$ cat src/rtl/elbert_input_conditioner_pkg.sv
// -----------------------------------------------------------------------------
// elbert_pkg
// Shared constants and helpers for the Elbert v2 input conditioner.
//   CLK_HZ                  - board oscillator frequency (12 MHz)
//   DEFAULT_DEBOUNCE_CYCLES - qualifying ticks used when no override is given
//   clog2()                 - constant ceil(log2(n)), never below 1, for sizing
// -----------------------------------------------------------------------------
package elbert_pkg;

    localparam int CLK_HZ                  = 12_000_000;
    localparam int DEFAULT_DEBOUNCE_CYCLES = 4;

    // Minimum of 1 so a 1-state counter still gets a legal 1-bit vector.
    function automatic int clog2(input int value);
        int result;
        result = 0;
        for (int v = value - 1; v > 0; v = v >> 1) begin
            result++;
        end
        if (result < 1) begin
            result = 1;
        end
        return result;
    endfunction

endpackage

$ cat src/rtl/elbert_input_conditioner_if.sv
// -----------------------------------------------------------------------------
// elbert_input_conditioner_if
// Bundles the per-channel signals between user logic and the conditioner.
//   tick        - debounce sample enable (master -> slave)
//   raw_in      - raw pin levels, asynchronous (master -> slave)
//   toggle_clr  - per-channel synchronous clear of toggle_out (master -> slave)
//   level_out   - debounced, polarity-corrected level (slave -> master)
//   rise_out    - one-cycle pulse on a 0->1 change of level_out
//   fall_out    - one-cycle pulse on a 1->0 change of level_out
//   toggle_out  - flips on every rise
// The conditioner itself uses the slave modport.
// -----------------------------------------------------------------------------
interface elbert_input_conditioner_if #(
    parameter int WIDTH = 8
) ();

    logic             tick;
    logic [WIDTH-1:0] raw_in;
    logic [WIDTH-1:0] toggle_clr;
    logic [WIDTH-1:0] level_out;
    logic [WIDTH-1:0] rise_out;
    logic [WIDTH-1:0] fall_out;
    logic [WIDTH-1:0] toggle_out;

    modport master (
        output tick,
        output raw_in,
        output toggle_clr,
        input  level_out,
        input  rise_out,
        input  fall_out,
        input  toggle_out
    );

    modport slave (
        input  tick,
        input  raw_in,
        input  toggle_clr,
        output level_out,
        output rise_out,
        output fall_out,
        output toggle_out
    );

endinterface

$ cat src/rtl/elbert_input_conditioner_debounce_ch.sv
// -----------------------------------------------------------------------------
// elbert_debounce_ch
// One conditioning channel: 2-flop synchroniser, tick-qualified counter
// debounce, registered edge pulses and a toggle latch.
//   clk          - system clock
//   rst_n        - synchronous active-low reset
//   tick_i       - debounce sample enable
//   inv_i        - polarity-corrected raw input (asynchronous)
//   toggle_clr_i - clears toggle_o at the next edge; beats a coincident rise
//   level_o      - debounced level
//   rise_o       - one-cycle pulse on the edge level_o goes 0->1
//   fall_o       - one-cycle pulse on the edge level_o goes 1->0
//   toggle_o     - flips on each rise
// -----------------------------------------------------------------------------
module elbert_debounce_ch
    import elbert_pkg::*;
#(
    parameter int DEBOUNCE_CYCLES = DEFAULT_DEBOUNCE_CYCLES
) (
    input  logic clk,
    input  logic rst_n,
    input  logic tick_i,
    input  logic inv_i,
    input  logic toggle_clr_i,
    output logic level_o,
    output logic rise_o,
    output logic fall_o,
    output logic toggle_o
);

    localparam int                CNT_W    = clog2(DEBOUNCE_CYCLES + 1);
    localparam logic [CNT_W-1:0]  CNT_LAST = CNT_W'(DEBOUNCE_CYCLES - 1);

    logic             sync1_q;
    logic             sync2_q;
    logic [CNT_W-1:0] cnt_q,    cnt_d;
    logic             level_q,  level_d;
    logic             rise_q,   rise_d;
    logic             fall_q,   fall_d;
    logic             toggle_q, toggle_d;

    // Counter only advances on ticks while the input disagrees with the
    // accepted level; any agreeing cycle (tick or not) throws away progress,
    // which is what rejects short glitches.
    always_comb begin
        cnt_d    = cnt_q;
        level_d  = level_q;
        rise_d   = 1'b0;
        fall_d   = 1'b0;
        toggle_d = toggle_q;

        if (sync2_q == level_q) begin
            cnt_d = '0;
        end else if (tick_i) begin
            if (cnt_q == CNT_LAST) begin
                level_d = sync2_q;
                cnt_d   = '0;
                rise_d  = sync2_q;
                fall_d  = ~sync2_q;
            end else begin
                cnt_d = cnt_q + CNT_W'(1);
            end
        end

        if (toggle_clr_i) begin
            toggle_d = 1'b0;
        end else if (rise_d) begin
            toggle_d = ~toggle_q;
        end
    end

    always_ff @(posedge clk) begin
        if (!rst_n) begin
            sync1_q  <= 1'b0;
            sync2_q  <= 1'b0;
            cnt_q    <= '0;
            level_q  <= 1'b0;
            rise_q   <= 1'b0;
            fall_q   <= 1'b0;
            toggle_q <= 1'b0;
        end else begin
            sync1_q  <= inv_i;
            sync2_q  <= sync1_q;
            cnt_q    <= cnt_d;
            level_q  <= level_d;
            rise_q   <= rise_d;
            fall_q   <= fall_d;
            toggle_q <= toggle_d;
        end
    end

    assign level_o  = level_q;
    assign rise_o   = rise_q;
    assign fall_o   = fall_q;
    assign toggle_o = toggle_q;

endmodule

$ cat src/rtl/elbert_input_conditioner.sv
// -----------------------------------------------------------------------------
// elbert_input_conditioner
// WIDTH independent input-conditioning channels for the Elbert v2 switches
// and buttons. Each raw pin is optionally inverted (INVERT_MASK bit = 1 for
// active-low buttons), then synchronised, debounced and edge-detected.
//   clk   - system clock (12 MHz on the board)
//   rst_n - synchronous active-low reset
//   bus   - elbert_input_conditioner_if slave: tick, raw_in, toggle_clr in;
//           level_out, rise_out, fall_out, toggle_out out
// -----------------------------------------------------------------------------
module elbert_input_conditioner
    import elbert_pkg::*;
#(
    parameter int               WIDTH           = 8,
    parameter int               DEBOUNCE_CYCLES = DEFAULT_DEBOUNCE_CYCLES,
    parameter logic [WIDTH-1:0] INVERT_MASK     = {WIDTH{1'b0}}
) (
    input  logic                          clk,
    input  logic                          rst_n,
    elbert_input_conditioner_if.slave     bus
);

    logic [WIDTH-1:0] inv;
    logic [WIDTH-1:0] level_w;
    logic [WIDTH-1:0] rise_w;
    logic [WIDTH-1:0] fall_w;
    logic [WIDTH-1:0] toggle_w;

    // Inversion sits in front of the synchroniser so an inverted pin idling
    // at its inactive level looks like 0 and matches the reset level.
    assign inv = bus.raw_in ^ INVERT_MASK;

    generate
        for (genvar gi = 0; gi < WIDTH; gi++) begin : g_ch
            elbert_debounce_ch #(
                .DEBOUNCE_CYCLES (DEBOUNCE_CYCLES)
            ) u_ch (
                .clk          (clk),
                .rst_n        (rst_n),
                .tick_i       (bus.tick),
                .inv_i        (inv[gi]),
                .toggle_clr_i (bus.toggle_clr[gi]),
                .level_o      (level_w[gi]),
                .rise_o       (rise_w[gi]),
                .fall_o       (fall_w[gi]),
                .toggle_o     (toggle_w[gi])
            );
        end
    endgenerate

    assign bus.level_out  = level_w;
    assign bus.rise_out   = rise_w;
    assign bus.fall_out   = fall_w;
    assign bus.toggle_out = toggle_w;

endmodule

$ cat src/flat_wrapper.sv
// flat-port wrapper written by rule: the top's interface ports become plain ports
module elbert_input_conditioner_flat import elbert_pkg::*;
#(
    parameter int               WIDTH           = 8,
    parameter int               DEBOUNCE_CYCLES = DEFAULT_DEBOUNCE_CYCLES,
    parameter logic [WIDTH-1:0] INVERT_MASK     = {WIDTH{1'b0}}
)
  (clk, rst_n, bus_tick, bus_raw_in, bus_toggle_clr, bus_level_out, bus_rise_out, bus_fall_out, bus_toggle_out);
  elbert_input_conditioner_if #(.WIDTH(WIDTH)) bus_i ();
  input  logic clk;
  input  logic rst_n;
  input wire logic [$bits(bus_i.tick)-1:0] bus_tick;
  input wire logic [$bits(bus_i.raw_in)-1:0] bus_raw_in;
  input wire logic [$bits(bus_i.toggle_clr)-1:0] bus_toggle_clr;
  output wire logic [$bits(bus_i.level_out)-1:0] bus_level_out;
  output wire logic [$bits(bus_i.rise_out)-1:0] bus_rise_out;
  output wire logic [$bits(bus_i.fall_out)-1:0] bus_fall_out;
  output wire logic [$bits(bus_i.toggle_out)-1:0] bus_toggle_out;
  assign bus_i.tick = bus_tick;
  assign bus_i.raw_in = bus_raw_in;
  assign bus_i.toggle_clr = bus_toggle_clr;
  assign bus_level_out = bus_i.level_out;
  assign bus_rise_out = bus_i.rise_out;
  assign bus_fall_out = bus_i.fall_out;
  assign bus_toggle_out = bus_i.toggle_out;
  elbert_input_conditioner #(.WIDTH(WIDTH), .DEBOUNCE_CYCLES(DEBOUNCE_CYCLES), .INVERT_MASK(INVERT_MASK)) u_core (.clk(clk), .rst_n(rst_n), .bus(bus_i));
endmodule
$ cat config.mk
export PLATFORM = sky130hd
export DESIGN_NAME = elbert_input_conditioner_flat
export DESIGN_NICKNAME = d
export VERILOG_FILES = /design/src/rtl/elbert_input_conditioner_pkg.sv /design/src/rtl/elbert_input_conditioner_if.sv /design/src/rtl/elbert_input_conditioner_debounce_ch.sv /design/src/rtl/elbert_input_conditioner.sv /design/src/flat_wrapper.sv
export SDC_FILE = /design/constraint.sdc
export NUM_CORES = 1
export LEC_CHECK = 0
export BUFFER_PORTS_ARGS = -buffer_cell sky130_fd_sc_hd__buf_4
export CORE_MARGIN = 2
export CORE_UTILIZATION = 45
export DETAILED_ROUTE_END_ITERATION = 10
export GPL_TIMING_DRIVEN = 0
export PLACE_DENSITY_LB_ADDON = 0.25
export SLEW_MARGIN = 40
export SYNTH_ARGS = -nofsm -noshare
export SYNTH_HDL_FRONTEND = slang
export SYNTH_SLANG_ARGS = --single-unit
export TNS_END_PERCENT = 5
$ cat constraint.sdc
create_clock -name clk -period 1.6 [get_ports clk]
set_clock_uncertainty 0.05 [all_clocks]
set_input_delay 0.16 -clock clk [delete_from_list [all_inputs] [get_ports clk]]
set_output_delay 0.16 -clock clk [all_outputs]
set_load 0.01 [all_outputs]
-- Yosys cells after proc, flatten, opt, wreduce, memory -nomap -nowiden
Cells that the tools add are included.
- register bits: 72
- bits in latches: 0
- memory bits (writable): 0
- memory bits (read-only): 0
- input port bits: 19
- output and inout bits: 32
- logic and storage cells: 178
- memories kept: 0
- add/sub/neg operators: 8
- multipliers: 0
- div/mod/pow operators: 0
- order comparisons: 0
- eq/ne operators: 16
- shifts and indexed selects: 0
- muxes and demuxes: 32
- bitwise logic cells: 34
- reductions and logical operators: 32
- operator list (kind ; number):
    NOT 1 bit ; 34
    OR reduction 2 bit ; 16
    OR reduction 4 bit ; 8
    adder 3 x 1 -> 3 bit, second input constant ; 8
    == test 3 x 2 -> 1 bit, second input constant ; 8
    2-to-1 mux 1 bit ; 24
    2-to-1 mux 3 bit ; 8
    AND reduction 3 bit ; 8
    == test 1 bit ; 8

-- Longest topological paths before layout
Gate-level depths: netlist (run 1).
- word-level depth: 4
- mapped depth: 6
- mapped depth without buffers: 4

-- Cells and area by module
From an unflattened synthesis (run 1), not the netlist that was laid out.
- cell total of the unflattened synthesis: 265
- area total of the unflattened synthesis: 2695.1 µm²
- by module, submodules not included (module ; times used ; cells each ; area an instance (µm²) ; seq. area each (µm²)):
    elbert_debounce_ch at u_core.g_ch[0].u_ch ... ; 7 ; 33 ; 336.6 ; 180.2
    elbert_debounce_ch at u_core.g_ch[6].u_ch ; 1 ; 34 ; 339.1 ; 180.2

-- Worst setup path after synthesis (run 1)
No wires, ideal clock.
- path type: register to register
- from: register u_core.g_ch[4].u_ch.cnt_q[0]
- to: register u_core.g_ch[4].u_ch.toggle_q
- library setup time: 86 ps
- data arrival time: 1143 ps
- data required time: 1464 ps
- slack: 321 ps
- cell stages (with the launch flop): 5
- buffers on the path: 0
- clock period less this slack: 1279 ps
- cell sequence: dfxtp_1 ha_1 nand3b_2 or3_1 a211oi_1
- word-level cells in the longest chain between the ends: 4
- RTL lines (element ; RTL line ; RTL):
    start: declaration ; elbert_input_conditioner_debounce_ch.sv:36 ; logic [CNT_W-1:0] cnt_q, cnt_d;
    start signal: assignment ; elbert_input_conditioner_debounce_ch.sv:84 ; cnt_q <= cnt_d;
    == test 3 x 2 -> 1 bit ; elbert_input_conditioner_debounce_ch.sv:55 ; if (cnt_q == CNT_LAST) begin
    2-to-1 mux 1 bit ; elbert_input_conditioner_debounce_ch.sv:55 ;
    2-to-1 mux 1 bit ; elbert_input_conditioner_debounce_ch.sv:54 ; end else if (tick_i) begin
    2-to-1 mux 1 bit ; elbert_input_conditioner_debounce_ch.sv:52 ; if (sync2_q == level_q) begin
    end signal: assignment ; elbert_input_conditioner_debounce_ch.sv:88 ; toggle_q <= toggle_d;
    end: declaration ; elbert_input_conditioner_debounce_ch.sv:40 ; logic toggle_q, toggle_d;
No other way between the ends.
A chain may end at the register's enable or synchronous reset.

-- Final worst setup path (run 1)
- from: register u_core.g_ch[2].u_ch.cnt_q[0]
- to: register u_core.g_ch[2].u_ch.toggle_q
- word-level cells in the longest chain between the ends: 4
- RTL lines (element ; RTL line):
    start: declaration ; elbert_input_conditioner_debounce_ch.sv:36
    start signal: assignment ; elbert_input_conditioner_debounce_ch.sv:84
    == test 3 x 2 -> 1 bit ; elbert_input_conditioner_debounce_ch.sv:55
    2-to-1 mux 1 bit ; elbert_input_conditioner_debounce_ch.sv:55
    2-to-1 mux 1 bit ; elbert_input_conditioner_debounce_ch.sv:54
    2-to-1 mux 1 bit ; elbert_input_conditioner_debounce_ch.sv:52
    end signal: assignment ; elbert_input_conditioner_debounce_ch.sv:88
    end: declaration ; elbert_input_conditioner_debounce_ch.sv:40
No other way between the ends.

==> results.cfg, run 1 <==
[layout]
fin_util_pct = 60.4
n_antenna_cell = 0
mostFrequentLayoutCell = buf_4
fillers = 570
syn_to_final_growth_pct = 30.0
layout_common_cells = 81 x buf_4, 72 x dfxtp_1, 26 x nand2b_1
final_cell_area_mm2 = 0.00381
drive_gt1_share_pct = 28.5
nets = 409

[pwr]
p_leak_uw = 0.00167
ir_drop_mv = 0.869
powerDensity_mw_per_mm2 = 1000

[clock_tree]
clockRootBuffer = clkbuf_8
post-cts-setup-buffers = 0
cts.sinks = 72
clk_pin_slew_ns = 0.07
numCtsBuffers = 9
cts_tree = built
clk_latency_ns = 0.34
cts_max_level = 3
clock_path_buffers = 2

[routing]
wl_per_cell_um = 11.5
ant_nets = 0
vias = 2201
first_pass_iters = 4
drt_iter0_markers = 116
drc = 0
vias_per_cell = 4.75
wl_um = 5340

[synth]
synth_area_mm2 = 0.00293
ys_types = 22
syn_area_per_cell_um2 = 9.58
synth_area_leaders = dfxtp_1 49%, buf_4 8.2%, nand2b_1 5.5%
synth_top_area_share_pct = 49.1
yosysTopAreaCell = dfxtp_1
ys_seq_area_share_pct = 49.1
synth_warnings = 0
ys_ff_latch = 72
syn-num-nets = 333
syn_inst = 306

[grt]
grt_max_degree = 13
top_usage_layer = met2
use_met3_pct = 4.52
grt_pass1_wl_um = 9070
grt_util_all_layers_pct = 16.0
antenna_found_initial = 0
grt_pass1_vias = 2062
grt_overflow = 0
gr-usage-met1_pct = 18.7
gr-usage-met2_pct = 27.8

[floorplan]
die_height_um = 84.7
die-area_mm2 = 0.00718
io_pins = 51
die_w_um = 84.7
coreArea_mm2 = 0.00631
start_util_pct = 46.5
rows = 29

[critical_path]
cp-end-kind = flop
worst-r2r-setup-slack_ns = 0.18
critical_path_class = reg2reg
crit_required_ns = 1.80
cp_slowest_cell = dfxtp_1
worst-path-max-fanout = 5
critPathLaunchType = flop
max_stage_delay_ns = 0.36
path_cells = ha_1 -> nand3b_2 -> or3_1 -> a211oi_1
crit_arrival_ns = 1.61

[place]
post_dp_cell_area_mm2 = 0.00340
gp_congestion = 0.724
place.detailed.hpwl_um = 3660
preCtsSetupSlack_ns = 0.195
portBuffers = 49

[status]
status = finished, final reports clean

[timing]
drv_slew = 0
setup_viol_count_final = 0
fin_crit_sh_pct = 88.7
tns_ns = 0
hold_viol = 0
relSlewSlack_pct = 57.6
max_freq_mhz = 705
fin_ws_ns = 0.181
fin_crit_ns = 1.42
worstMarginPinSlew_ns = 0.636
rsz0062_at_grt = no

[min_path]
hp-class = in2reg

[run]
cap_violations = 0
-- synthesized netlist by cell type --
cell type / instances
a211oi_1: 8
a21oi_1: 13
and2_1: 16
buf_2: 4
buf_4: 32
buf_6: 1
clkbuf_1: 4
dfxtp_1: 72
ha_1: 8
inv_2: 1
mux2i_1: 11
nand2_1: 24
nand2b_1: 26
nand3_1: 5
nand3b_1: 5
nand3b_2: 8
nor2_1: 22
nor2b_1: 6
nor3_1: 16
o21ai_0: 8
or3_1: 8
xor2_1: 8
-- stage by stage --
step           hold WS, ns  cells  total power, uW
6_report             0.128    463             3830
3_3_place_gp         0.269    432             2000
5_1_grt              0.134    463             3960
3_5_place_dp         0.271    432             2010
4_1_cts              0.113    463             3880
2_1_floorplan        0.183    306             1940
-- path summary, 6_finish.rpt --
check / to / cells past startpoint / from
min reg2reg: u_core.g_ch[0].u_ch.sync2_q / 1 / u_core.g_ch[0].u_ch.sync1_q
min: u_core.g_ch[4].u_ch.fall_o / 3 / bus_tick
max: u_core.g_ch[2].u_ch.toggle_o / 4 / u_core.g_ch[2].u_ch.cnt_q[0]
max reg2reg: u_core.g_ch[2].u_ch.toggle_o / 4 / u_core.g_ch[2].u_ch.cnt_q[0]
-- cell type report --
cell class | count | area (um^2) | share of cell area (%)
clock inverters | 6 | 133 | 3.48
repair buffers | 65 | 528 | 13.8
clock buffers | 9 | 124 | 3.25
well taps | 77 | 96.3 | 2.53
multi-input cells | 192 | 1200 | 31.5
inverters | 1 | 3.75 | 0.0984
plain buffers | 41 | 287 | 7.51
flip-flops and latches | 72 | 1440 | 37.8
-- power breakdown --
group | internal (uW) | switching, uW | total (uW)
registers | 1810 | 13.8 | 1830
logic | 89.9 | 79.6 | 170
clock network | 1180 | 648 | 1830
-- flip-flops by register name (all words and copies together), names as in the netlist --
name,flops
u_core.g_ch.u_ch.cnt_q,24
u_core.g_ch.u_ch.fall_o,8
u_core.g_ch.u_ch.level_o,8
u_core.g_ch.u_ch.rise_o,8
u_core.g_ch.u_ch.sync1_q,8
u_core.g_ch.u_ch.sync2_q,8
u_core.g_ch.u_ch.toggle_o,8
-- layer usage --
layer / wire length [um] / up-vias
li1: - / 1141
met2: 2610 / 53
met3: 279 / 7
met1: 2380 / 1000
met5: 0 / -
met4: 72 / 0
-- timing repair --
action                                  4_1_cts  5_1_grt
gates resized for setup                       0        0
endpoints found under the setup margin        0        0
hold endpoints to repair                     16        0
hold buffers                                 16        0
-- critical path: cells and delay by family, from the launching register on --
family,cells,cell delay (ns)
AO/OA/AOI/OAI,1,0.24
flip-flops,1,0.36
AND/OR/NAND/NOR,2,0.46
adder cells (fa/ha/maj),1,0.21
-- cell families (layout without fill, tap and decap cells) --
group	count (synthesis)	in the layout	share of synthesized area, %
AO/OA/AOI/OAI	29	29	5.63
XOR/XNOR	8	8	2.39
adder cells (fa/ha/maj)	8	8	3.41
buffers and inverters	42	122	9.90
flip-flops	72	72	49.1
multiplexers	11	11	3.75
AND/OR/NAND/NOR	136	136	25.8
No activity file was read; power rests on OpenSTA's default activity.
==> run 2, diff against run 1 <==
--- a/config.mk
+++ b/config.mk
@@ -6,13 +6,16 @@
 export NUM_CORES = 1
 export LEC_CHECK = 0
 export BUFFER_PORTS_ARGS = -buffer_cell sky130_fd_sc_hd__buf_4
+export CAP_MARGIN = 20
 export CORE_MARGIN = 2
 export CORE_UTILIZATION = 45
+export CTS_CLUSTER_DIAMETER = 100
 export DETAILED_ROUTE_END_ITERATION = 10
 export GPL_TIMING_DRIVEN = 0
 export PLACE_DENSITY_LB_ADDON = 0.25
 export SLEW_MARGIN = 40
 export SYNTH_ARGS = -nofsm -noshare
 export SYNTH_HDL_FRONTEND = slang
+export SYNTH_HIERARCHICAL = 1
 export SYNTH_SLANG_ARGS = --single-unit
 export TNS_END_PERCENT = 5
==> run 2 against run 1 <==
Compared with the run above: power shrank 17%; clock power shrank 34%; utilization shrank 0.76 points; sequential share of layout area grew 3.5 points; register-to-register slack is essentially flat; routed wire length shrank 19%; sequential cell count is the same; non-clock buffer count shrank 40; global-route usage shrank 2.0 points; worst hold slack gained 0.078 ns.
==> results.cfg, run 2 <==
[layout]
mostFrequentLayoutCell = dfxtp_1
layout_common_cells = 72 x dfxtp_1, 50 x buf_4, 25 x nand2b_1
drive_gt1_share_pct = 23.1
largest_register_ffs = 24
regMostFlops = u_core/g_ch.u_ch/cnt_q
seqCellArea_mm2 = 0.00144
n_antenna_cell = 0
fin_util_pct = 59.6
multiInputGateArea_mm2 = 0.00122
fillers = 511
nets = 369
syn_to_final_growth_pct = 29.5

[routing]
first_pass_iters = 4
vias_per_cell = 4.68
vias = 1974
drt_iter0_markers = 40
wl_um = 4330
wl_per_cell_um = 10.3
ant_nets = 0
drc = 0

[grt]
grt_pass1_wl_um = 7020
grt_overflow = 0
grt_max_degree = 42
grt_pass1_vias = 1665
grt_util_all_layers_pct = 14.0
antenna_found_initial = 0

[synth]
synth_edf_count = 0
syn_area_per_cell_um2 = 10.2
ys_types = 17
synth_top_area_share_pct = 53.5
synth_async_sr_flop_share_pct = 0
yosysTopAreaCell = dfxtp_1
netlist_top_cells_count = 72 x dfxtp_1, 25 x nand2b_1, 24 x nand2_1, 23 x nor2_1
ys.flop_type = dfxtp_1
ys_ff_latch = 72
synth_area_leaders = dfxtp_1 53%, nand2b_1 5.8%, mux2i_1 5.6%
synth_warnings = 6
syn-num-nets = 292
yosysMostFrequentCell = dfxtp_1
ys_seq_area_share_pct = 53.5
syn_inst = 265
synth_area_mm2 = 0.00270

[critical_path]
r2r_start = u_core/g_ch[0].u_ch/cnt_q[0]
critPathLaunchType = flop
crit_path_end = u_core/g_ch[0].u_ch/toggle_o
cp-end-kind = flop
startpoint = u_core/g_ch[0].u_ch/cnt_q[0]
crit_required_ns = 1.79
critical_path_class = reg2reg
worst-r2r-setup-slack_ns = 0.18
crit_arrival_ns = 1.62
worst-path-max-fanout = 5
reg2regPathDepth = 4
reg2reg_to = u_core/g_ch[0].u_ch/toggle_o

[clock_tree]
clk_pin_slew_ns = 0.07
clk_latency_ns = 0.32
clock_path_buffers = 2
cts_max_level = 3
cts_tree = built
post-cts-setup-buffers = 0
clockRootBuffer = clkbuf_8
holdBufCountCts = 16
numCtsBuffers = 9
cts_resized = 0
cts.sinks = 72

[timing]
hold_slack_ns = 0.206
fin_crit_ns = 1.42
setup_viol_count_final = 0
hold_viol = 0
relSlewSlack_pct = 69.8
rsz0062_at_grt = no
worstMarginPinSlew_ns = 0.452
fin_crit_sh_pct = 89.0
drv_slew = 0
max_freq_mhz = 702
tns_ns = 0

[floorplan]
die-area_mm2 = 0.00662
die_w_um = 81.4
io_pins = 51
start_util_pct = 46.1
coreArea_mm2 = 0.00585
rows = 28
die_height_um = 81.4

[pwr]
powerDensity_mw_per_mm2 = 915
p_leak_uw = 0.00149
ir_drop_mv = 0.543

[place]
portBuffers = 50
gp_congestion = 0.724
place.detailed.hpwl_um = 2850

[status]
status = finished, final reports clean

[run]
cap_violations = 0

[min_path]
holdPathStages = 2
hp-class = in2reg
-- run 2: cell count changes after synthesis, sizes merged, moves of 3 or more --
cell,change
nor2b,-6
nand3,-4
inv,+7
clkbuf,-4
a21oi,-4
mux2i,+4
buf,-37
nand3b,+3
-- run 2: cell type report --
class	instances	area share, %
Tap cell	75	2.69
Multi-Input combinational cell	185	35.1
Timing Repair Buffer	66	15.3
Clock inverter	4	0.574
Inverter	8	0.861
Sequential cell	72	41.3
Clock buffer	12	4.16
-- run 2: cell families after synthesis --
logic type               Yosys count  share of synthesized area [%]
AO/OA/AOI/OAI                     25                           6.87
XOR/XNOR                           8                           2.60
adder cells (fa/ha/maj)            8                           3.71
buffers and inverters              8                           1.11
flip-flops                        72                           53.5
multiplexers                      15                           5.57
AND/OR/NAND/NOR                  129                           26.6
-- run 2: worst min-delay path by stage --
stage / startpoint / end / slack (ns)
2_1_floorplan: bus_toggle_clr[0] / u_core/g_ch[0].u_ch/toggle_o / 0.18
3_3_place_gp: bus_toggle_clr[3] / u_core/g_ch[3].u_ch/toggle_o / 0.28
3_5_place_dp: bus_toggle_clr[7] / u_core/g_ch[7].u_ch/toggle_o / 0.28
4_1_cts: rst_n / u_core/g_ch[2].u_ch/sync2_q / 0.19
5_1_grt: rst_n / u_core/g_ch[6].u_ch/sync1_q / 0.22
6_report: rst_n / u_core/g_ch[7].u_ch/sync1_q / 0.21
-- run 2: per-stage QoR --
stage | power, uW | worst slack, ns | std cells | cell area (um^2)
after CTS | 3260 | 0.167 | 422 | 3490
after floorplan | 1920 | 0.313 | 265 | 2700
final | 3190 | 0.176 | 422 | 3490
after global placement | 1990 | 0.179 | 390 | 3160
after detailed placement | 1990 | 0.141 | 390 | 3160
after global routing | 3340 | 0.0885 | 422 | 3490
-- run 2: critical path, cell delays in order (launching register included) --
cell and delay (ns):
dfxtp_1 0.36, ha_1 0.22, nand3b_2 0.14, or3_1 0.35
a211oi_2 0.22
-- run 2: layer usage --
metal / wire (um) / GRT usage, %
met1: 2050 / 17.1
met2: 2060 / 21.9
met4: 76 / 8.64
met5: 0 / 0
met3: 153 / 3.67
-- run 2: where the power goes --
part / internal [uW] / total [uW] / switching, uW
registers: 1810 / 1830 / 13.7
logic: 84.0 / 155 / 71.0
clock network: 596 / 1210 / 613
==> run 3, diff against run 2 <==
--- a/config.mk
+++ b/config.mk
@@ -12,6 +12,7 @@
 export CTS_CLUSTER_DIAMETER = 100
 export DETAILED_ROUTE_END_ITERATION = 10
 export GPL_TIMING_DRIVEN = 0
+export MAX_ROUTING_LAYER = met4
 export PLACE_DENSITY_LB_ADDON = 0.25
 export SLEW_MARGIN = 40
 export SYNTH_ARGS = -nofsm -noshare
==> run 3 against run 2 <==
Compared with the run above: global-route usage increased by 0.43 points; via count grew 0.15%; fmax is essentially flat; combinational power about the same; first-iteration DRC count is 7.5% higher; final cell count stayed put; worst hold slack about the same; critical endpoint unchanged; highest routed layer unchanged.
==> results.cfg, run 3 (synthesized netlist as in run 2, its figures left out) <==
[status]
status = finished, final reports clean

[clock_tree]
clock_path_buffers = 2
cts_max_level = 3
clk_latency_ns = 0.32
numCtsBuffers = 9
cts.sinks = 72
clk_pin_slew_ns = 0.07
clockRootBuffer = clkbuf_8
cts_tree = built

[floorplan]
die_w_um = 81.4
die-area_mm2 = 0.00662
io_pins = 51
die_height_um = 81.4
rows = 28
coreArea_mm2 = 0.00585
start_util_pct = 46.1

[grt]
grt_overflow = 0
grt_util_all_layers_pct = 14.4
antenna_found_initial = 0
grt_max_degree = 42
grt_pass1_vias = 1664
grt_pass1_wl_um = 7020

[routing]
vias_per_cell = 4.68
wl_per_cell_um = 10.3
drc = 0
wl_um = 4340
drt_iter0_markers = 43
vias = 1977
ant_nets = 0
first_pass_iters = 4

[timing]
fin_ws_ns = 0.176
rsz0062_at_grt = no
drv_slew = 0
fin_crit_ns = 1.42
tns_ns = 0
setup_viol_count_final = 0
relSlewSlack_pct = 69.8
worstMarginPinSlew_ns = 0.453
hold_viol = 0
fin_crit_sh_pct = 89.0
max_freq_mhz = 702
hold_slack_ns = 0.206

[critical_path]
critPathLaunchType = flop
cp-end-kind = flop
crit_required_ns = 1.79
cp_slowest_cell = dfxtp_1
critical_path_class = reg2reg
critical_path_buf_inv_count = 0
max_stage_delay_ns = 0.36
cp_top_family = simple AND/OR/NAND/NOR gates
worst-path-max-fanout = 5
path_cells = ha_1 -> nand3b_2 -> or3_1 -> a211oi_2
crit_arrival_ns = 1.62

[place]
portBuffers = 50
gp_congestion = 0.733
place.detailed.hpwl_um = 2850
preCtsSetupSlack_ns = 0.141

[layout]
regMostFlops = u_core/g_ch.u_ch/cnt_q
layout_common_cells = 72 x dfxtp_1, 50 x buf_4, 25 x nand2b_1
drive_gt1_share_pct = 23.1
n_antenna_cell = 0
mostFrequentLayoutCell = dfxtp_1
nets = 369
largest_register_ffs = 24
syn_to_final_growth_pct = 29.5

[pwr]
powerDensity_mw_per_mm2 = 915
ir_drop_mv = 0.543
p_leak_uw = 0.00149
power_uw = 3190

[run]
cap_violations = 0

[min_path]
hp-class = in2reg
-- run 3: area by class of cell --
type	count	area, um^2
fillers	511	2360
flip-flops and latches	72	1440
multi-input cells	185	1220
repair buffers	66	536
clock buffers	12	145
well taps	75	93.8
inverters	8	30.0
clock inverters	4	20.0
-- run 3: per-stage QoR --
| stage | std cells | util (%) | area, um^2 |
|---|---|---|---|
| final | 422 | 59.6 | 3490 |
| after floorplan | 265 | - | 2700 |
| after CTS | 422 | 59.6 | 3490 |
| after global placement | 390 | 54.1 | 3160 |
| after global routing | 422 | 59.6 | 3490 |
| after detailed placement | 390 | 54.1 | 3160 |
-- run 3: worst paths after layout --
path | slack, ns | endpoint | startpoint | cells after the start
max | 0.18 | u_core/g_ch[0].u_ch/toggle_o | u_core/g_ch[0].u_ch/cnt_q[0] | 4
min | 0.21 | u_core/g_ch[7].u_ch/sync1_q | rst_n | 2
max reg2reg | 0.18 | u_core/g_ch[0].u_ch/toggle_o | u_core/g_ch[0].u_ch/cnt_q[0] | 4
min reg2reg | 0.38 | u_core/g_ch[3].u_ch/sync2_q | u_core/g_ch[3].u_ch/sync1_q | 1
-- run 3: per-layer routing --
| layer | wire (um) | vias up | global-route usage (%) |
|---|---|---|---|
| li1 | - | 1048 | - |
| met1 | 2050 | 894 | 17.2 |
| met2 | 2060 | 27 | 21.9 |
| met3 | 154 | 8 | 3.67 |
| met5 | 0 | - | - |
| met4 | 77 | 0 | 8.64 |
-- run 3: power by group --
part,total [uW],internal (uW),leakage (uW),switching [uW]
clock,1210,596,0.0000899,613
combinational,155,84.0,0.000820,70.9
sequential,1830,1810,0.000584,13.7
-- run 3: worst register-to-register path, cell delays in order (launching register included) --
cell and delay [ns]:
dfxtp_1 0.36, ha_1 0.22, nand3b_2 0.14, or3_1 0.35
a211oi_2 0.22
-- run 3: timing repair --
action / 4_1_cts / 5_1_grt
resized for setup: 0 / 0
endpoints found under the hold margin: 16 / 0
buffers inserted: 0 / 0
hold buffers: 16 / 0
